**src/rtl/qpsk_frame_sync.sv**
```systemverilog
// QPSK frame synchroniser: hunts for SYNC_WORD in the 2-bit symbol stream and then packs payload
// symbols into bytes. Define SYNC_ERR_TOL_EN to accept a sync word with one bit in error.
module qpsk_frame_sync #(
  parameter logic [15:0] SYNC_WORD     = 16'hED8D,
  parameter int unsigned PAYLOAD_BYTES = 4
) (
  input  logic       clk,
  input  logic       rst,
  input  logic [1:0] sym_i,
  input  logic       sym_valid_i,
  output logic [7:0] byte_o,
  output logic       byte_valid_o,
  output logic       frame_start_o,
  output logic       frame_done_o,
  output logic       locked_o
);

  typedef enum logic [0:0] {StHunt, StPayload} state_e;

  state_e      state_q, state_d;
  logic [15:0] sr_q, sr_d, sr_next;
  logic [3:0]  fill_q, fill_d, fill_next;
  logic [1:0]  sym_cnt_q, sym_cnt_d;
  logic [7:0]  byte_cnt_q, byte_cnt_d;
  logic [7:0]  asm_q, asm_d;
  logic [7:0]  byte_q, byte_d;
  logic        byte_valid_q, byte_valid_d;
  logic        frame_start_q, frame_start_d;
  logic        frame_done_q, frame_done_d;
  logic        match;

  // First symbol received ends up in sr[1:0] once eight symbols have been shifted in.
  assign sr_next   = {sym_i, sr_q[15:2]};
  assign fill_next = (fill_q == 4'd8) ? 4'd8 : fill_q + 4'd1;

`ifdef SYNC_ERR_TOL_EN
  logic [15:0] sync_diff;
  logic [4:0]  err_cnt;

  always_comb begin
    sync_diff = sr_next ^ SYNC_WORD;
    err_cnt   = 5'd0;
    for (int i = 0; i < 16; i++) begin
      err_cnt = err_cnt + 5'(sync_diff[i]);
    end
    match = (fill_next == 4'd8) && (err_cnt <= 5'd1);
  end
`else
  assign match = (fill_next == 4'd8) && (sr_next == SYNC_WORD);
`endif

  always_comb begin
    state_d       = state_q;
    sr_d          = sr_q;
    fill_d        = fill_q;
    sym_cnt_d     = sym_cnt_q;
    byte_cnt_d    = byte_cnt_q;
    asm_d         = asm_q;
    byte_d        = byte_q;
    byte_valid_d  = 1'b0;
    frame_start_d = 1'b0;
    frame_done_d  = 1'b0;

    if (sym_valid_i) begin
      case (state_q)
        StHunt: begin
          sr_d   = sr_next;
          fill_d = fill_next;
          if (match) begin
            state_d       = StPayload;
            frame_start_d = 1'b1;
            sym_cnt_d     = 2'd0;
            byte_cnt_d    = 8'd0;
          end
        end
        StPayload: begin
          asm_d[{sym_cnt_q, 1'b0} +: 2] = sym_i;
          sym_cnt_d                     = sym_cnt_q + 2'd1;
          if (sym_cnt_q == 2'd3) begin
            byte_d       = {sym_i, asm_q[5:0]};
            byte_valid_d = 1'b1;
            byte_cnt_d   = byte_cnt_q + 8'd1;
            if (byte_cnt_q == 8'(PAYLOAD_BYTES - 1)) begin
              // Frame complete: restart the hunt from an empty shift register.
              frame_done_d = 1'b1;
              state_d      = StHunt;
              sr_d         = 16'h0000;
              fill_d       = 4'd0;
              byte_cnt_d   = 8'd0;
            end
          end
        end
        default: state_d = StHunt;
      endcase
    end
  end

  always_ff @(posedge clk) begin
    if (!rst) begin
      state_q       <= StHunt;
      sr_q          <= 16'h0000;
      fill_q        <= 4'd0;
      sym_cnt_q     <= 2'd0;
      byte_cnt_q    <= 8'd0;
      asm_q         <= 8'h00;
      byte_q        <= 8'h00;
      byte_valid_q  <= 1'b0;
      frame_start_q <= 1'b0;
      frame_done_q  <= 1'b0;
    end else begin
      state_q       <= state_d;
      sr_q          <= sr_d;
      fill_q        <= fill_d;
      sym_cnt_q     <= sym_cnt_d;
      byte_cnt_q    <= byte_cnt_d;
      asm_q         <= asm_d;
      byte_q        <= byte_d;
      byte_valid_q  <= byte_valid_d;
      frame_start_q <= frame_start_d;
      frame_done_q  <= frame_done_d;
    end
  end

  assign byte_o        = byte_q;
  assign byte_valid_o  = byte_valid_q;
  assign frame_start_o = frame_start_q;
  assign frame_done_o  = frame_done_q;
  assign locked_o      = (state_q == StPayload);

endmodule
```
**config.mk**
```make
export PLATFORM = sky130hd
export DESIGN_NAME = qpsk_frame_sync
export DESIGN_NICKNAME = d
export VERILOG_FILES = /design/src/rtl/qpsk_frame_sync.sv
export SDC_FILE = /design/constraint.sdc
export NUM_CORES = 1
export LEC_CHECK = 0
export ABC_AREA = 1
export CORE_MARGIN = 3
export CORE_UTILIZATION = 61
export CTS_CLUSTER_SIZE = 24
export DETAILED_ROUTE_END_ITERATION = 10
export HOLD_SLACK_MARGIN = 0.1
export MAX_ROUTING_LAYER = met4
export PLACE_DENSITY = 0.93
export SYNTH_ARGS = -nofsm -noshare
export SYNTH_HDL_FRONTEND = slang
export SYNTH_SLANG_ARGS = --single-unit
export TNS_END_PERCENT = 20
```
**constraint.sdc**
```tcl
create_clock -name clk -period 2.48 [get_ports clk]
set_clock_uncertainty 0.05 [all_clocks]
set_input_delay 0.496 -clock clk [delete_from_list [all_inputs] [get_ports clk]]
set_output_delay 0.496 -clock clk [all_outputs]
set_load 0.02 [all_outputs]
```
* Yosys cells after proc, flatten, opt, wreduce, memory -nomap -nowiden
Cells that the tools add are included.
** Cells by class
- Add/subtract/negate cells :: 4
- Eq/ne operators :: 8
- Shift-type cells :: 2
- Mux-type cells :: 20
- Bitwise operators :: 3
- Reductions and logical operators :: 9
** Operators by type and width (number)
- 16-bit two-way mux :: 2
- 16-bit one-hot mux with 2 select lines :: 1
- 8-bit two-way mux :: 3
- 16-bit equality test, second input constant :: 1
- 8-bit one-hot mux with 2 select lines :: 1
- 4-bit two-way mux :: 3
- 3-bit AND reduction :: 4
- 8-bit by 1-bit adder with 8-bit output, second input constant :: 1
- 8-bit bitwise mux :: 1
- 4-bit equality test, second input constant :: 2
- 8-bit by 2-bit equality test with 1-bit output, second input constant :: 1
- 4-bit one-hot mux with 2 select lines :: 1
- 2-bit by 5-bit variable shift with 8-bit output, first input constant :: 1
- 2-bit by 5-bit variable part select with 8-bit output :: 1
- 1-bit two-way mux :: 5
- 3-bit negation with 5-bit output :: 1
- 4-bit by 1-bit adder with 4-bit output, second input constant :: 1
- 2-bit by 1-bit != test with 1-bit output, second input constant :: 2
- 2-bit one-hot mux with 2 select lines :: 1
- 2-bit AND reduction :: 2
- 4-bit AND reduction :: 1
- 1-bit inverter :: 3
- 3-bit OR reduction :: 1
- 2-bit by 1-bit adder with 2-bit output, second input constant :: 1
- 5 further kinds :: 5
** Storage, ports and cells
- Register bits after elaboration :: 50
- Input bits :: 5
- Output and inout port bits :: 12
- Word-level logic and storage cells :: 56

* Depth between registers and ports, before layout
- Word-level depth :: 6
- Mapped depth :: 12

* Worst setup path before layout
No wires, ideal clock.
- Path type :: register to register
- Start point :: register fill_q[0]
- End point :: register byte_cnt_q[1]
- Setup time :: 113 ps
- Arrival :: 1498 ps
- Required time :: 2317 ps
- Slack :: 819 ps
- Cell stages (with the launch flop) :: 13
- Path buffers :: 0
- Clock period less this slack :: 1661 ps
- Path through :: dfxtp_1 -> inv_1 -> ha_1 -> inv_1 -> nand3_1 -> nor2_1 -> nand2_1 -> nor2_4 -> nand3_4 -> nand2_8 -> nand2_1 -> nand2_1 -> nor2_1
** On the way
- Longest elaborated chain between the ends :: 6
- Elaborated cells on any way between the ends :: 7
- Those cells by class :: add/sub: 1; eq/ne: 3; mux: 1; reduce/logical: 2
** RTL lines
- start, declared :: line 22 : logic [3:0] fill_q, fill_d, fill_next;
- start signal, assigned :: line 113 : fill_q <= fill_d;
- 4-bit by 1-bit adder with 4-bit output / 4-bit equality test (equally long branches) :: line 34 : assign fill_next = (fill_q == 4'd8) ? 4'd8 : fill_q + 4'd1;
- 4-bit two-way mux * :: line 34
- 4-bit equality test * :: line 49 : assign match = (fill_next == 4'd8) && (sr_next == SYNC_WORD);
- 1-bit logical AND * :: line 49
- 2-bit != test (no source line) *
- 3-bit AND reduction (no source line) *
- end signal, assigned :: line 115 : byte_cnt_q <= byte_cnt_d;
- end, declared :: line 24 : logic [7:0] byte_cnt_q, byte_cnt_d;
Mark *: on every way between the ends. The rest lies on a longest branch, timed or not.
A chain may end at the register's enable or synchronous reset.

* Final worst setup path
- Start point :: register state_q (netlist: locked_o)
- End point :: output locked_o
** RTL lines
- start, declared :: line 20 : state_e state_q, state_d;
- start signal, assigned :: line 100 : state_q <= StHunt;
- start signal, assigned :: line 111 : state_q <= state_d;
- end, declared :: line 15 : output logic locked_o
No word-level cell between the ends.

==> impl_results.md <==
* Core area at 3180 um^2
* R2r startpoint: sym_cnt_q[0]$_SDFFE_PN0P_
* Resized cells post-CTS at 0
* Tot GR Track Use at 24.5%
* Max Slew Vio Count at 0
* Synth top cells by count: nand2_1, dfxtp_1, nand3_1
* TNS Setup at 0 ps
* Area leader, netlist: dfxtp_1
* CTS H-tree lvls at 2
* Initial antenna violation count at 0
* Buffers on Ports at 16
* Crit-path cells: clkdlybuf4s50_1
* Pwr Total at 1.21 mW
* Syn_nets at 294
* Main area contributors after synthesis: dfxtp_1, nand2_1, nand3_1, a21oi_1, inv_1
* Yosys warnings at 0
* Top-count cell post-synth: nand2_1
* Clock Latency Late Sink at 350 ps
* TritonCTS clock tree: built
* Final core utilization at 74.4%
* CTS sink cnt at 46
* Clk root buf: clkbuf_4
* First-pass GRT wire length at 8070 um
* Die Width at 64.9 um
* Top Family by Delay on Critical Path: buffers and inverters
* Register area share after synthesis at 43.4%
* Syn Area/Cell at 7.54 um^2
* Fmax at 482 MHz
* Initial Util at 66.7%
* # IOs at 17
* Outcome: complete, no violations
* Finished Layout Cells at 341
* CTS Buf Count at 5
* Setup WS post-layout at 405 ps
* Arrival @ worst endpoint at 1530 ps
* # fillers at 254
* CTS max path bufs at 2
* Setup violators final at 0
* Synth unique cells at 30
* Final Hold Viols at 0
* Final nets at 311
* Actual slew at the worst max-slew pin at 786 ps
* FF+latch count, synth at 46
* Final WL at 4450 um
* Antenna fix cells at 0
* Slew headroom at 47.6%
* DRT Pass-1 Iters at 4
* DRC at 0
* Cell row count at 20
* Unrepaired setup endpoints after global routing: no
* Cells after Synth at 281
* Clock-pin slew on the worst setup and hold paths at 120 ps
* Area delta synth->final at 11.6%
* Critical Path Start Type: register
* Max_cap viols at 0
* Synth async-reset ratio at 0%
* Initial DRC Count at 231
* Pre-CTS setup slack at 264 ps
* Max FO, Critical Path at 8
* Buf+Inv Stages, Crit Path at 1
* DP Wirelength at 3250 um
* Drt via density at 5.62
* Die area at 4220 um^2
* CP endpoint kind: primary output
* Post-route ant nets at 0
* Post-synth EDFFs at 0
* Vias at 1917
* Largest net degree at the start of global routing at 25
* Postcts setup bufs at 0
* Mapped cell area at 2120 um^2
* Wire per inst at 13.0 um
* Pwr Density at 510 nW/um^2
* Die Ht at 64.9 um
* P_leak at 0.865 nW
* Final Critical Period at 2070 ps
* Worst EP required at 1930 ps
* Post-synth top flop: dfxtp_1
* Worst hold path class: register to register
* # hold bufs at CTS at 0
* Fraction of layout cells with a size suffix above 1 at 7.41%
* Vias in the first global route at 1787
* Critical Path Max Stage Delay at 670 ps
* HP Start: byte_o[5]$_SDFFE_PN0P_
* Post-synth top area share at 43.4%
* CP Class: register to primary output
* CP max stage cell: clkdlybuf4s50_1
* GRT overflow at 0
* Placed cells at 335
* Worst Setup SP: locked_o$_SDFFE_PN0P_
* Final period util at 83.7%
* Peak supply drop at 0.404 mV
* Final GP Congestion at 0.868
[layer usage]
metal  up-vias  GRT usage [%]  routed length [um]
met5         -              -                   0
met4         0           6.07                  72
met3         8           4.33                 279
met2        67           39.2                2130
met1       875           32.2                1960
li1        967              -                   -
[sequential cells by signal, summed over array words and instances (netlist names)]
signal	count
byte_cnt_q	8
sym_cnt_q	2
fill_q	4
asm_q	6
frame_done_o	1
sr_q	14
byte_o	8
locked_o	1
byte_valid_o	1
frame_start_o	1
[area by class of cell]
class	instances	area, um^2	area share, %
well taps	44	55.1	2.33
repair buffers	18	175	7.40
multi-input cells	198	1050	44.6
flip-flops and latches	46	921	38.9
inverters	29	109	4.60
clock buffers	6	51.3	2.17
[placed cells by master (no fill, tap or decap), types with 3 or more instances in the layout]
cell type,count
o22ai_1,9
a21oi_1,23
nor3_1,3
nand2_1,56
xor2_1,3
clkbuf_4,5
ha_1,8
nor2_1,24
o21ai_0,11
nand2_2,6
clkdlybuf4s50_1,16
inv_1,27
nand3_1,33
dfxtp_1,46
nand4_1,7
[cells by family (layout without fill, tap and decap cells)]
logic type / after synthesis / after routing / synth area share, %
and+or+nand+nor: 138 / 138 / 30.9
DFF: 46 / 46 / 43.4
buffers and inverters: 37 / 53 / 6.79
adders and majority gates: 8 / 8 / 4.72
xor gates and xnor gates: 5 / 5 / 2.07
AOI/OAI and AO/OA: 47 / 47 / 12.1
[tightest hold or removal path, stage by stage, from the launching register on]
cell and delay (ps):
dfxtp_1 330, nand2_1 60, a21oi_1 50
[final timing paths]
check,end,slack [ps],cells past startpoint
max,locked_o,410,1
min,byte_o[5]$_SDFFE_PN0P_,420,2
max reg2reg,asm_q[3]$_SDFFE_PN0P_,530,5
min reg2reg,byte_o[5]$_SDFFE_PN0P_,420,2
[metrics by stage]
step / area [um^2] / hold WS (ps)
global placement: 2310 / 401
CTS: 2370 / 428
floorplan: 2120 / 381
finish: 2370 / 424
detailed placement: 2310 / 404
global route: 2370 / 457
[power breakdown]
group          switching, mW  internal [mW]  total, mW
sequential            0.0134          0.751      0.764
combinational         0.0694         0.0315      0.101
clock                  0.214          0.128      0.342
total                  0.296          0.911       1.21
Power figures use the tool's default switching activity.
